`config.mk`:
```
export PLATFORM = sky130hd
export DESIGN_NAME = mem_ctrl
export DESIGN_NICKNAME = d
export VERILOG_FILES = /design/src/rtl/mem_ctrl_pkg.sv /design/src/rtl/mc_byte_lane.sv /design/src/rtl/mem_ctrl.sv
export SDC_FILE = /design/constraint.sdc
export NUM_CORES = 1
export LEC_CHECK = 0
export ABC_CLOCK_PERIOD_IN_PS = 6500
export CAP_MARGIN = 25
export CORE_MARGIN = 10
export CORE_UTILIZATION = 30
export DETAILED_ROUTE_END_ITERATION = 8
export DONT_BUFFER_PORTS = 1
export PLACE_DENSITY = 0.46
export RECOVER_POWER = 100
export SLEW_MARGIN = 15
export SYNTH_ARGS = -nofsm -noshare
export SYNTH_HDL_FRONTEND = slang
export SYNTH_SLANG_ARGS = --single-unit
```
`constraint.sdc`:
```
create_clock -name clk_in -period 6.5 [get_ports clk_in]
set_input_delay 1.3 -clock clk_in [delete_from_list [all_inputs] [get_ports clk_in]]
set_output_delay 1.3 -clock clk_in [all_outputs]
set_load 0.03 [all_outputs]
```
`src/rtl/mem_ctrl_pkg.sv`:
```
// mem_ctrl_pkg: shared widths, state encodings, size codes and IO region selector for mem_ctrl
package mem_ctrl_pkg;
  localparam int ADDR_W = 32;
  localparam int DATA_W = 32;
  localparam logic [1:0] IO_SEL_HI = 2'b11;
  localparam logic [1:0] MC_IDLE = 2'd0;
  localparam logic [1:0] MC_IF_READ = 2'd1;
  localparam logic [1:0] MC_LS_READ = 2'd2;
  localparam logic [1:0] MC_LS_WRITE = 2'd3;
  localparam logic [1:0] SZ_BYTE = 2'b00;
  localparam logic [1:0] SZ_HALF = 2'b01;
  localparam logic [1:0] SZ_WORD = 2'b10;
  typedef logic [ADDR_W-1:0] addr_t;
  typedef logic [DATA_W-1:0] inst_t;
  typedef logic [DATA_W-1:0] data_t;
  function automatic logic [1:0] last_idx(input logic [1:0] sz);
    return sz == SZ_BYTE ? 2'd0 : sz == SZ_HALF ? 2'd1 : 2'd3;
  endfunction
endpackage

```
`src/rtl/mc_byte_lane.sv`:
```
// mc_byte_lane: byte counter, little-endian read capture and store byte mux for mem_ctrl
//   clk_in/rst_in  clock, sync active-low reset
//   en             global enable, low holds all state
//   start          clears counter and capture register (accept edge)
//   adv            advances the counter; with cap, captures mem_din as byte cnt
//   size/sdata     access size code and latched store data
//   word/last      assembled word, counter at last byte index
//   wbyte_nxt      store byte for the next byte index
module mc_byte_lane
  import mem_ctrl_pkg::*;
(
  input  logic       clk_in,
  input  logic       rst_in,
  input  logic       en,
  input  logic       start,
  input  logic       adv,
  input  logic       cap,
  input  logic [1:0] size,
  input  logic [7:0] mem_din,
  input  data_t      sdata,
  output data_t      word,
  output logic       last,
  output logic [7:0] wbyte_nxt
);
  logic [1:0] cnt_q, cnt_d, nxt;
  data_t word_q, word_d;
  assign nxt = cnt_q + 2'd1;
  assign last = cnt_q == last_idx(size);
  assign wbyte_nxt = sdata[{nxt, 3'b000} +: 8];
  assign word = word_q;
  always_comb begin
    cnt_d = start ? 2'd0 : adv ? nxt : cnt_q;
    word_d = start ? '0 : word_q;
    if (adv && cap) word_d[{cnt_q, 3'b000} +: 8] = mem_din;
  end
  always_ff @(posedge clk_in) begin
    if (!rst_in) begin
      cnt_q <= 2'd0;
      word_q <= '0;
    end else if (en) begin
      cnt_q <= cnt_d;
      word_q <= word_d;
    end
  end
endmodule

```
`src/rtl/mem_ctrl.sv`:
```
// mem_ctrl: byte-serial memory controller serving instruction fetch (word reads) and the LSB (1/2/4-byte reads/writes)
//   clk_in/rst_in/rdy_in/clr_in   clock, sync active-low reset, global enable, ROB flush
//   if_to_mc_* / mc_to_if_*       fetch request in, accept/done pulses and instruction out
//   lsb_to_mc_* / mc_to_lsb_*     LSB request in, accept/done pulses and zero-extended load data out
//   mem_din/mem_a/mem_dout/mem_wr byte-wide RAM/IO bus; io_buffer_full UART back-pressure
//   MC_IO_STALL_EN                when defined, writes into the IO region stall while io_buffer_full
module mem_ctrl
  import mem_ctrl_pkg::*;
(
  input  logic        clk_in,
  input  logic        rst_in,
  input  logic        rdy_in,
  input  logic        clr_in,
  input  logic        if_to_mc_ready,
  input  addr_t       if_to_mc_PC,
  output logic        mc_to_if_valid,
  output logic        mc_to_if_ready,
  output inst_t       mc_to_if_inst,
  input  logic        lsb_to_mc_ready,
  input  logic        lsb_to_mc_wr,
  input  logic [1:0]  lsb_to_mc_size,
  input  addr_t       lsb_to_mc_addr,
  input  data_t       lsb_to_mc_data,
  output logic        mc_to_lsb_valid,
  output logic        mc_to_lsb_ready,
  output data_t       mc_to_lsb_data,
  input  logic [7:0]  mem_din,
  input  logic        io_buffer_full,
  output addr_t       mem_a,
  output logic [7:0]  mem_dout,
  output logic        mem_wr
);
  logic [1:0] state_q, state_d, size_q, size_d;
  data_t data_q, data_d, word;
  addr_t mem_a_q, mem_a_d;
  logic [7:0] mem_dout_q, mem_dout_d, wbyte_nxt;
  logic mem_wr_q, mem_wr_d;
  logic if_valid_q, if_valid_d, if_ready_q, if_ready_d;
  logic lsb_valid_q, lsb_valid_d, lsb_ready_q, lsb_ready_d;
  logic start, adv, last, stall;
`ifdef MC_IO_STALL_EN
  assign stall = state_q == MC_LS_WRITE && io_buffer_full && mem_a_q[17:16] == IO_SEL_HI;
`else
  logic unused_io;
  assign unused_io = io_buffer_full ^ (mem_a_q[17:16] == IO_SEL_HI);
  assign stall = 1'b0;
`endif
  mc_byte_lane u_lane (
    .clk_in   (clk_in),
    .rst_in   (rst_in),
    .en       (rdy_in),
    .start    (start),
    .adv      (adv),
    .cap      (state_q != MC_LS_WRITE),
    .size     (size_q),
    .mem_din  (mem_din),
    .sdata    (data_q),
    .word     (word),
    .last     (last),
    .wbyte_nxt(wbyte_nxt)
  );
  always_comb begin
    state_d = state_q;
    size_d = size_q;
    data_d = data_q;
    mem_a_d = mem_a_q;
    mem_dout_d = mem_dout_q;
    mem_wr_d = mem_wr_q;
    if_valid_d = 1'b0;
    if_ready_d = 1'b0;
    lsb_valid_d = 1'b0;
    lsb_ready_d = 1'b0;
    start = 1'b0;
    adv = 1'b0;
    case (state_q)
      MC_IDLE:
        // a flush only lets committed stores through
        if (lsb_to_mc_ready && (!clr_in || lsb_to_mc_wr)) begin
          state_d = lsb_to_mc_wr ? MC_LS_WRITE : MC_LS_READ;
          lsb_valid_d = 1'b1;
          start = 1'b1;
          size_d = lsb_to_mc_size;
          data_d = lsb_to_mc_data;
          mem_a_d = lsb_to_mc_addr;
          mem_wr_d = lsb_to_mc_wr;
          mem_dout_d = lsb_to_mc_data[7:0];
        end else if (if_to_mc_ready && !clr_in) begin
          state_d = MC_IF_READ;
          if_valid_d = 1'b1;
          start = 1'b1;
          size_d = SZ_WORD;
          mem_a_d = if_to_mc_PC;
        end
      MC_IF_READ, MC_LS_READ:
        if (clr_in) begin
          state_d = MC_IDLE;
          mem_a_d = '0;
        end else begin
          adv = 1'b1;
          state_d = last ? MC_IDLE : state_q;
          mem_a_d = last ? '0 : mem_a_q + 32'd1;
          if_ready_d = last && state_q == MC_IF_READ;
          lsb_ready_d = last && state_q == MC_LS_READ;
        end
      default:
        if (!stall) begin
          adv = 1'b1;
          state_d = last ? MC_IDLE : state_q;
          mem_a_d = last ? '0 : mem_a_q + 32'd1;
          mem_dout_d = last ? mem_dout_q : wbyte_nxt;
          mem_wr_d = !last;
          lsb_ready_d = last;
        end
    endcase
  end
  always_ff @(posedge clk_in) begin
    if (!rst_in) begin
      state_q <= MC_IDLE;
      size_q <= SZ_BYTE;
      data_q <= '0;
      mem_a_q <= '0;
      mem_dout_q <= 8'd0;
      mem_wr_q <= 1'b0;
      if_valid_q <= 1'b0;
      if_ready_q <= 1'b0;
      lsb_valid_q <= 1'b0;
      lsb_ready_q <= 1'b0;
    end else if (rdy_in) begin
      state_q <= state_d;
      size_q <= size_d;
      data_q <= data_d;
      mem_a_q <= mem_a_d;
      mem_dout_q <= mem_dout_d;
      mem_wr_q <= mem_wr_d;
      if_valid_q <= if_valid_d;
      if_ready_q <= if_ready_d;
      lsb_valid_q <= lsb_valid_d;
      lsb_ready_q <= lsb_ready_d;
    end
  end
  assign mem_a = mem_a_q;
  assign mem_dout = mem_dout_q;
  assign mem_wr = mem_wr_q & rdy_in & ~stall;
  assign mc_to_if_valid = if_valid_q;
  assign mc_to_if_ready = if_ready_q;
  assign mc_to_lsb_valid = lsb_valid_q;
  assign mc_to_lsb_ready = lsb_ready_q;
  assign mc_to_if_inst = if_ready_q ? word : '0;
  assign mc_to_lsb_data = lsb_ready_q ? word : '0;
endmodule

```
== Yosys cells after proc, flatten, opt, wreduce, memory -nomap -nowiden ==
Index checks and enable logic that the tools add are counted.
Storage, ports and cells
  output and inout port bits: 109
  memory bits (read-only): 0
  bits in latches: 0
  input bits: 114
  register bits: 115
  memories: 0
  word-level logic and storage cells: 87
  bits in writable memories: 0
Cells by class
  $mul: 0
  div/mod/pow operators: 0
  mux-type cells: 40
  shift-type cells: 3
  add/sub/neg operators: 3
  reductions and logical operators: 19
  equal/unequal tests: 8
  bitwise operators: 2
  $lt $le $gt $ge: 0
Operators by type and width (number)
  $mux 32: 8
  $pmux 32 s2: 1
  $add 32x1->32 const B: 1
  $bwmux 32: 1
  $shift 8x7->32 const A: 1
  $shiftx 32x6->8: 1
  $shiftx 8x7->32: 1
  $mux 2: 10
  $mux 8: 2
  $pmux 8 s2: 1
  $mux 1: 13
  $reduce_and 3->1: 3
  $neg 5->7: 1
  $pmux 1 s2: 3
  $logic_and 1x1->1: 5
  $eq 2x1->1 const B: 2
  $logic_not 2->1: 2
  $ne 2x2->1 const B: 2
  $pmux 2 s2: 1
  $reduce_and 2->1: 2
  $reduce_and 4->1: 1
  $reduce_bool 2->1: 2
  $ne 3x3->1 const B: 1
  $add 2x1->2 const B: 1
  other kinds (8): 9

== Longest topological paths before layout ==
Gate-level depths: netlist of the first run.
  depth in word-level cells: 8
  mapped depth: 9
  gate-level depth less buffers: 7

== Modules after synthesis ==
A second synthesis of the first run with hierarchy kept.
Second synthesis, totals
  cell total of the unflattened synthesis: 763
  area, all modules: 6346.1 µm²
Modules (own cells, without submodules)
  mem_ctrl: times used 1, cells each 641, area an instance 4859.7 µm², sequential area each 1621.6 µm²
  mc_byte_lane: times used 1, cells each 122, area an instance 1486.4 µm², sequential area each 680.7 µm²

== Worst setup path after synthesis of the first run ==
OpenSTA, ideal clock, no wires.
  path kind: input -> output
  start: in rdy_in
  end: out mem_wr
  path buffers: 0
  stages on the path: 1
  data required time: 5200 ps
  data arrival time: 1576 ps
  slack: 3624 ps
  cell sequence: and2_1
Between the ends
  word-level cells in the longest chain between the ends: 1
Ends and longest elaborated chain
  start, declared: line mem_ctrl.sv:12  | input logic rdy_in,
  $and 1x1->1: line mem_ctrl.sv:143  | assign mem_wr = mem_wr_q & rdy_in & ~stall;
  end, declared: line mem_ctrl.sv:31  | output logic mem_wr
No other way between the ends.

== Worst setup path in the final report of the first run ==
  start: in lsb_to_mc_wr
  end: reg data_q[16]
Between the ends
  word-level cells in the longest chain between the ends: 3
Ends and longest elaborated chain
  start, declared: line mem_ctrl.sv:20  | input logic lsb_to_mc_wr,
  $logic_or 1x1->1: line mem_ctrl.sv:78  | if (lsb_to_mc_ready && (!clr_in || lsb_to_mc_wr)) begin
  $logic_and 1x1->1: line mem_ctrl.sv:78
  $reduce_and 3->1 (no source line)
  end signal, assigned: line mem_ctrl.sv:131  | data_q <= data_d;
  end, declared: line mem_ctrl.sv:34  | data_t data_q, data_d, word;
No other way between the ends.
A chain may end at the register's enable or synchronous reset.

==> results of run 1 <==
==> logic make-up (layout without fill, tap and decap cells) <==
kind of cell             after synthesis  after routing  share of synthesized area [%]
AO/OA/AOI/OAI                        216            216                           22.5
adder cells (fa/ha/maj)               10             10                           1.96
buffers and inverters                 71             57                           4.46
flip-flops                           115            115                           36.1
multiplexers                          33             33                           6.79
AND/OR/NAND/NOR                      341            341                           28.2
==> worst min-delay path, delay by kind of cell, from the launching register on <==
| family | cells | cell delay (ps) |
|---|---|---|
| DFF | 1 | 310 |
| and+or+nand+nor | 1 | 50 |
| AOI/OAI and AO/OA | 1 | 50 |
==> metrics by stage <==
step	total power [mW]	area (sq um)	hold slack [ps]	util [%]	worst slack [ps]
2_1_floorplan	1.02	6370	433	-	3620
3_3_place_gp	1.09	6570	441	31.3	2860
3_5_place_dp	1.10	6590	448	31.4	2890
4_1_cts	2.17	7240	456	34.5	3190
5_1_grt	2.23	7220	477	34.4	1600
6_report	2.15	7220	455	34.4	1870
==> layer usage <==
| layer | global-route usage, % | up-vias | wire, um |
|---|---|---|---|
| met5 | 0 | - | 0 |
| li1 | - | 2839 | - |
| met2 | 23.6 | 238 | 10300 |
| met1 | 20.6 | 2867 | 10500 |
| met4 | 4.93 | 0 | 376 |
| met3 | 5.94 | 24 | 1930 |
==> synthesized netlist by cell type, types with 3 or more instances <==
master,n
a21oi_1,73
o21ai_0,26
and3_1,12
a31oi_1,12
a22oi_1,18
nand2_1,111
dfxtp_1,115
and2_1,65
clkbuf_1,37
nand3b_1,3
o22ai_1,6
mux2i_1,23
nor2_1,47
o221ai_1,3
nand2b_1,4
o31ai_1,3
o21ai_1,6
buf_2,11
buf_1,8
o32a_1,6
a211oi_1,9
nand3_1,29
or4_1,8
nor3_1,10
or3_1,4
a21boi_0,6
nand4_1,13
nor4_1,13
inv_1,12
ha_1,10
o31a_1,9
mux4_2,8
o211ai_1,3
a22o_1,16
o2111ai_1,4
==> flip-flops by register name, summed over array words and instances (netlist names) <==
name / flops
mem_wr_q: 1
mc_to_lsb_ready: 1
u_lane.word: 32
mem_dout: 8
data_q: 32
mc_to_if_valid: 1
state_q: 2
mem_a: 32
u_lane.cnt_q: 2
mc_to_if_ready: 1
size_q: 2
mc_to_lsb_valid: 1
==> worst min path at each step <==
stage	to	cells past startpoint
final	data_q[7]$_SDFFE_PN0P_	2
after global routing	data_q[11]$_SDFFE_PN0P_	2
after CTS	data_q[19]$_SDFFE_PN0P_	2
after detailed placement	data_q[19]$_SDFFE_PN0P_	2
after global placement	data_q[4]$_SDFFE_PN0P_	2
after floorplan	data_q[0]$_SDFFE_PN0P_	2
==> cell type report <==
| cell class | count | area (sq um) |
|---|---|---|
| flip-flops and latches | 115 | 2300 |
| inverters | 14 | 52.6 |
| multi-input cells | 600 | 3770 |
| well taps | 275 | 344 |
| fillers | 2192 | 13700 |
| repair buffers | 12 | 95.1 |
| clock inverters | 14 | 225 |
| clock buffers | 17 | 425 |
==> where the power goes <==
group	internal (mW)	switching (mW)
logic	0.0955	0.159
clock network	0.685	0.377
registers	0.743	0.0926
==> flow_metrics.py, run 1 <==
metrics = {
    "clocking": {
        "cts_buffers": 17,
        "hold_buffers": 0,
        "worstSkewPairLatency_ps": 420,
        "post_cts_buffers": 0,
        "clkTransAtPathRegs_ps": 60,
        "h-tree-depth": 4,
        "numClockSinks": 115,
        "cts_resized": 0,
        "cts-root-buf": "clkbuf_16",
        "cts_tree": "built",
        "cts_buffer_depth": 2,
    },
    "finish": {
        "final_common_cell": "dfxtp_1",
        "syn_to_final_growth_pct": 13.2,
        "nets": 884,
        "drive_above_1_share_pct": 8.42,
        "final_cell_mix": "dfxtp_1, nand2_1, a21oi_1",
        "antenna-diode-count": 0,
        "layoutNonFillerInstCount": 1047,
    },
    "grt": {
        "grt_first_pass_wirelength_mm": 35.2,
        "grt_pass1_vias": 5676,
        "grt_overflow": 0,
        "grtUsageTotal_pct": 15.8,
        "grt_max_degree": 45,
        "antenna_found_initial": 0,
    },
    "setup_path": {
        "reg2reg_depth": 6,
        "critical_path_required_ps": 6850,
        "worst-path-max-fanout": 32,
        "cp_common_cell": "clkbuf_1",
        "cp.depth": 8,
        "path_buf_inv": 3,
        "slowest_stage": "clkbuf_1",
        "crit_end": "data_q[16]$_SDFFE_PN0P_",
        "startpoint_type": "primary input",
        "worstSetupEndpointType": "register",
        "cp.arrival_ps": 4970,
        "r2r_end": "mem_a[16]$_SDFFE_PN0P_",
        "path_delay_family": "buffers and inverters",
        "path_class": "in2reg",
        "slowest_delay_ps": 1090,
        "r2r_slack_ps": 2940,
        "r2r_start": "u_lane.cnt_q[0]$_SDFFE_PN0P_",
        "path_cells": "nand2b_1 -> clkbuf_1 -> nand2_1 -> clkbuf_1 -> nor2_1 -> clkbuf_1 -> nand2_1 -> a21oi_1",
        "timing.critical_path.from": "lsb_to_mc_wr",
    },
    "detailed_routing": {
        "drtIter0Drc": 382,
        "viasPerCell": 5.70,
        "route.detailed.drc": 0,
        "wirelength_mm": 23.1,
        "drtPass1Iterations": 5,
        "ant_nets": 0,
        "vias": 5968,
        "avgRoutedWirePerCell_um": 22.0,
    },
    "timing": {
        "hold_violations": 0,
        "worst_pin_slew_ps": 1640,
        "rsz0062_at_grt": "no",
        "slew_headroom_pct": -9.01,
        "finalCriticalPeriod_ps": 4630,
        "report.final.slew_viol_count": 22,
        "setup-tns-final_ps": 0,
        "finalSetupViolCount": 0,
        "finalClockSkew_ps": 9.82,
        "period_share_pct": 71.2,
        "clock.fmax_ghz": 0.216,
    },
    "synth": {
        "yosysWarnings": 0,
        "synthTopCellsByArea": "dfxtp_1, nand2_1, and2_1, a21oi_1, mux2i_1",
        "yosys_register_bits": 115,
        "synth_top_area_share_pct": 36.1,
        "synth_ff_type": "dfxtp_1",
        "syn_area_sq_mm": 0.00637,
        "yosys.area.top_type": "dfxtp_1",
        "seq_area_frac_synth_pct": 36.1,
        "async_flop_share_pct": 0,
        "synth_edf_count": 0,
        "syn_inst": 786,
        "synth_area_per_cell_sq_um": 8.11,
        "synth_nets": 910,
        "yosysUniqueCellTypes": 69,
    },
    "die": {
        "die_w_um": 166,
        "die-area_sq_mm": 0.0275,
        "std_cell_rows": 53,
        "ios": 223,
        "core_sq_mm": 0.0210,
        "start_util_pct": 30.4,
        "die_h_um": 166,
    },
    "outcome": {
        "violations": "max-capacitance violations, max-slew violations",
        "status": "finished, violations left",
    },
    "job": {
        "cap_viol_max_count": 1,
    },
    "placement": {
        "io_buffers": 0,
        "detailed_place_hpwl_mm": 16.6,
        "dp.cells": 1014,
        "finalWeightedCongestion": 0.820,
    },
    "power": {
        "vdd_drop_max_v": 0.000164,
        "p_leak_nw": 2.38,
        "cellPowerDensity_mw_per_mm2": 298,
    },
    "hold_path": {
        "min_from": "data_q[7]$_SDFFE_PN0P_",
        "hold_class": "reg2reg",
    },
}
No activity file was read; power rests on OpenSTA's default activity.
==> inputs of run 2 (changes only) <==
Settings changed: ABC_CLOCK_PERIOD_IN_PS 6500 to 4790.
Clock period 6.5 ns to 4.79 ns, I/O delays scaled along.
==> run 2 against run 1 <==
Compared with the run above:
- the flow now finishes without violations
- final area shrank 0.68%
- register-to-register slack lost 1200 ps
- clock skew shrank 2.3 ps
- worst setup slack got worse by 110 ps
- sequential share of layout area grew 0.22 points
- first-iteration DRC count rose by 2.1%
- global-route usage increased by 0.35 points
- die area did not move
- combinational power rose by 39%
- utilization shrank 0.23 points
- clock power up 21%
- largest cell class unchanged
==> flow_metrics.py, run 2 (synthesis gave the netlist of run 1 again) <==
metrics = {
    "timing": {
        "worst_pin_slew_ps": 1330,
        "setup_ws_ps": 1760,
        "finalCriticalPeriod_ps": 3030,
        "finalClockSkew_ps": 7.56,
        "rsz0062_at_grt": "no",
        "hold_violations": 0,
        "slew_headroom_pct": 9.87,
        "report.final.slew_viol_count": 0,
        "setup-tns-final_ps": 0,
        "period_share_pct": 63.2,
        "finalSetupViolCount": 0,
        "clock.fmax_ghz": 0.330,
        "whs_ps": 453,
    },
    "die": {
        "die-area_sq_mm": 0.0275,
        "start_util_pct": 30.4,
        "std_cell_rows": 53,
        "die_w_um": 166,
        "die_h_um": 166,
        "ios": 223,
        "core_sq_mm": 0.0210,
    },
    "grt": {
        "grt_pass1_vias": 5984,
        "grt_overflow": 0,
        "grt_max_degree": 48,
        "grt_first_pass_wirelength_mm": 36.0,
        "antenna_found_initial": 0,
        "grtUsageTotal_pct": 16.2,
    },
    "power": {
        "cellPowerDensity_mw_per_mm2": 385,
        "power_mw": 2.76,
        "vdd_drop_max_v": 0.000215,
        "p_leak_nw": 2.36,
    },
    "detailed_routing": {
        "met2_length_mm": 10.7,
        "drtPass1Iterations": 7,
        "vias": 5979,
        "avgRoutedWirePerCell_um": 22.2,
        "wl_met1_mm": 10.1,
        "wirelength_mm": 23.3,
        "route.detailed.drc": 0,
        "route.met3.wl_mm": 2.16,
        "highest_layer": "met4",
        "ant_nets": 0,
        "viasPerCell": 5.69,
        "drtIter0Drc": 390,
    },
    "finish": {
        "final.fill_count": 2220,
        "multi_input_area_sq_mm": 0.00378,
        "syn_to_final_growth_pct": 12.5,
        "layoutNonFillerInstCount": 1050,
        "nets": 886,
        "seqCellArea_sq_mm": 0.00230,
        "final_cell_mix": "dfxtp_1, nand2_1, a21oi_1",
        "final_core_util_pct": 34.2,
        "final_area_sq_mm": 0.00717,
        "final_common_cell": "dfxtp_1",
        "drive_above_1_share_pct": 9.03,
        "antenna-diode-count": 0,
    },
    "clocking": {
        "cts_tree": "built",
        "clkTransAtPathRegs_ps": 60,
        "hold_buffers": 0,
        "worstSkewPairLatency_ps": 420,
        "cts_buffers": 17,
        "cts_resized": 0,
        "cts-root-buf": "clkbuf_16",
        "h-tree-depth": 4,
        "numClockSinks": 115,
        "post_cts_buffers": 0,
        "cts_buffer_depth": 2,
    },
    "setup_path": {
        "r2r_slack_ps": 1760,
        "cp.arrival_ps": 3340,
        "worst-path-max-fanout": 23,
        "startpoint_type": "register",
        "worstSetupEndpointType": "register",
        "path_class": "reg2reg",
        "critical_path_required_ps": 5100,
    },
    "placement": {
        "detailed_place_hpwl_mm": 17.0,
        "io_buffers": 0,
        "placed_cell_area_sq_mm": 0.00661,
        "finalWeightedCongestion": 0.824,
        "post-place-ws_ps": 1910,
        "dp.cells": 1017,
    },
    "hold_path": {
        "hold_class": "reg2reg",
    },
    "outcome": {
        "status": "completed",
    },
    "job": {
        "cap_viol_max_count": 0,
    },
}
-- run 2: cell types whose count changed in the layout (fill, tap and decap cells not counted), sizes merged --
cell / before / now
clkinvlp: 0 / 2
clkinv: 5 / 6
buf: 6 / 9
bufinv: 5 / 2
-- run 2: worst paths after layout --
check	depth (start not counted)	start	endpoint
worst max-delay path	6	u_lane.cnt_q[1]$_SDFFE_PN0P_	mem_a[16]$_SDFFE_PN0P_
worst min-delay path	2	data_q[30]$_SDFFE_PN0P_	data_q[30]$_SDFFE_PN0P_
worst max register to register	6	u_lane.cnt_q[1]$_SDFFE_PN0P_	mem_a[16]$_SDFFE_PN0P_
worst min register to register	2	data_q[30]$_SDFFE_PN0P_	data_q[30]$_SDFFE_PN0P_
-- run 2: final cells by class --
class	instances	area share, %
Timing Repair Buffer	14	1.48
Tap cell	275	4.80
Sequential cell	115	32.1
Clock buffer	18	5.99
Inverter	14	0.733
Clock inverter	14	2.16
Multi-Input combinational cell	600	52.7
-- run 2: power by group --
part / switching, mW / total [mW] / leakage (nW) / internal (mW)
sequential: 0.120 / 1.13 / 0.935 / 1.01
clock: 0.504 / 1.28 / 0.282 / 0.772
combinational: 0.224 / 0.354 / 1.14 / 0.130
-- run 2: metal layers --
layer	GRT usage, %	up-vias
met1	20.4	2853
met2	25.1	263
li1	-	2838
met3	5.92	25
met5	0	-
met4	4.93	0
-- run 2: worst max-delay path: stages (launching register included) --
cell,delay (ps)
dfxtp_1,380
or3b_1,370
a21oi_1,150
clkbuf_1,710
or3_1,800
o21ai_0,200
a32o_1,290
==> inputs of run 3 (changes only) <==
Settings changed: ABC_CLOCK_PERIOD_IN_PS 4790 to 2600, PLACE_DENSITY 0.46 to 0.47.
Clock period 4.79 ns to 2.6 ns, I/O delays scaled along.
==> run 3 against run 2 <==
Compared with the run above:
- critical endpoint is now mem_a[1]$_SDFFE_PN0P_
- power rose by 80%
- critical path depth rose by 2
- final cell count rose by 3.8%
- sequential power rose by 76%
- register-to-register slack got worse by 1500 ps
- worst setup slack got worse by 1500 ps
- die area did not move
- via count fell by 0.59%
- first-iteration DRC count rose by 1.5%
==> flow_metrics.py, run 3 (synthesis gave the netlist of run 1 again) <==
metrics = {
    "detailed_routing": {
        "wirelength_mm": 23.1,
        "drtPass1Iterations": 5,
        "ant_nets": 0,
        "avgRoutedWirePerCell_um": 21.2,
        "drtIter0Drc": 396,
        "vias": 5944,
        "route.detailed.drc": 0,
        "viasPerCell": 5.45,
    },
    "power": {
        "power_frac_seq_pct": 40.1,
        "swShare_pct": 32.2,
        "p_int_mw": 3.37,
        "clockPowerShare_pct": 44.5,
        "vdd_drop_max_v": 0.000427,
        "pwr-share-comb_pct": 15.4,
        "cellPowerDensity_mw_per_mm2": 676,
        "p_leak_nw": 2.44,
        "switching_power_mw": 1.60,
    },
    "clocking": {
        "cts-root-buf": "clkbuf_16",
        "h-tree-depth": 4,
        "worstSkewPairLatency_ps": 420,
        "post_cts_buffers": 0,
        "cts_resized": 0,
        "hold_buffers": 0,
        "cts_buffer_depth": 2,
        "clkTransAtPathRegs_ps": 60,
        "cts_buffers": 17,
        "numClockSinks": 115,
        "cts_tree": "built",
    },
    "die": {
        "core_sq_mm": 0.0210,
        "die_w_um": 166,
        "die-area_sq_mm": 0.0275,
        "ios": 223,
        "die_h_um": 166,
        "std_cell_rows": 53,
        "start_util_pct": 30.4,
    },
    "setup_path": {
        "r2r_end": "mem_a[1]$_SDFFE_PN0P_",
        "path_buf_inv": 3,
        "worst-path-max-fanout": 20,
        "cp_common_cell": "clkbuf_2",
        "slowest_delay_ps": 390,
        "r2r_start": "u_lane.cnt_q[1]$_SDFFE_PN0P_",
        "path_cells": "clkbuf_1 -> or3b_1 -> a21oi_1 -> clkbuf_2 -> nor3_2 -> clkbuf_2 -> a221oi_1 -> nor3_1",
        "path_delay_family": "buffers and inverters",
        "r2r_slack_ps": 240,
        "reg2reg_depth": 8,
        "slowest_stage": "a221oi_1",
        "startpoint_type": "register",
        "cp.arrival_ps": 2650,
        "critical_path_required_ps": 2890,
        "worstSetupEndpointType": "register",
        "path_class": "reg2reg",
    },
    "finish": {
        "syn_to_final_growth_pct": 15.2,
        "nets": 924,
        "drive_above_1_share_pct": 10.8,
        "final_area_sq_mm": 0.00734,
        "final_cell_mix": "dfxtp_1, nand2_1, a21oi_1",
        "final_common_cell": "dfxtp_1",
    },
    "timing": {
        "report.final.slew_viol_count": 0,
        "finalSetupViolCount": 0,
        "setup_ws_ps": 242,
        "worst_pin_slew_ps": 864,
        "finalCriticalPeriod_ps": 2360,
        "finalClockSkew_ps": 8.02,
        "slew_headroom_pct": 42.3,
        "setup-tns-final_ps": 0,
        "clock.fmax_ghz": 0.424,
        "hold_violations": 0,
        "rsz0062_at_grt": "no",
        "period_share_pct": 90.7,
    },
    "placement": {
        "post-place-ws_ps": 324,
        "finalWeightedCongestion": 0.806,
        "io_buffers": 0,
        "placed_cell_area_sq_mm": 0.00692,
        "detailed_place_hpwl_mm": 16.9,
    },
    "hold_path": {
        "hold_class": "in2reg",
        "min_to": "u_lane.word[17]$_SDFFE_PN0P_",
        "min_from": "mem_din[1]",
        "whs_path_depth": 1,
    },
    "grt": {
        "grtUsageTotal_pct": 16.2,
        "grt_max_degree": 45,
        "grt_overflow": 0,
        "grt_pass1_vias": 5894,
        "antenna_found_initial": 3,
        "grt_first_pass_wirelength_mm": 36.1,
    },
    "job": {
        "cap_viol_max_count": 0,
    },
    "outcome": {
        "status": "completed",
    },
}
run 3: cell count changes in the layout (fill, tap and decap cells not counted), moves of 3 or more:
cell	before	now
clkinv_4	4	0
o21ai_1	1	4
clkbuf_1	6	26
o21ai_0	31	28
and2_0	65	54
buf_4	8	21
clkbuf_2	0	4
clkinvlp_4	2	5
inv_6	4	8
and2_1	0	11
run 3: stage by stage:
stage / hold WS (ps) / power, mW / utilization (%) / instances
CTS: 202 / 5.07 / 35.6 / 1088
finish: 228 / 4.96 / 35.0 / 1090
detailed placement: 447 / 2.83 / 33.0 / 1056
global placement: 443 / 2.83 / 33.0 / 1056
floorplan: 433 / 2.56 / - / 786
global route: 201 / 5.21 / 35.0 / 1090
run 3: layout make-up:
cell class	instances	area [sq um]
fillers	2270	13600
multi-input cells	600	3770
flip-flops and latches	115	2300
clock buffers	18	429
well taps	275	344
repair buffers	52	312
clock inverters	14	119
inverters	14	52.6
diodes	2	5.00
run 3: worst max path at each step:
stage                     slack [ps]  cells after the start                          from                     end
after floorplan                  410                      6         mem_a[0]$_SDFFE_PN0P_  mem_a[30]$_SDFFE_PN0P_
after global placement           330                      7       state_q[0]$_SDFFE_PN0P_  mem_a[30]$_SDFFE_PN0P_
after detailed placement         320                      7       state_q[0]$_SDFFE_PN0P_  mem_a[21]$_SDFFE_PN0P_
after CTS                        300                      7       state_q[0]$_SDFFE_PN0P_  mem_a[21]$_SDFFE_PN0P_
after global routing              70                      1  mc_to_lsb_ready$_SDFFE_PN0P_      mc_to_lsb_data[29]
final                            240                      8  u_lane.cnt_q[1]$_SDFFE_PN0P_   mem_a[1]$_SDFFE_PN0P_
run 3: routing by layer:
metal / track usage, % / share of wire [%] / vias to the layer above
met3: 5.58 / 7.6 / 20
met4: 4.70 / 1.1 / 2
met2: 24.1 / 44 / 196
li1: - / - / 2926
met5: 0 / 0.056 / -
met1: 21.7 / 47 / 2800
run 3: power by group through the flow:
stage	registers, mW	logic, mW	clock network [mW]
4_1_cts	1.99	0.800	2.28
6_report	1.99	0.763	2.21
3_3_place_gp	2.03	0.798	0
5_1_grt	2.00	0.847	2.36
3_5_place_dp	2.03	0.797	0
2_1_floorplan	2.07	0.492	0
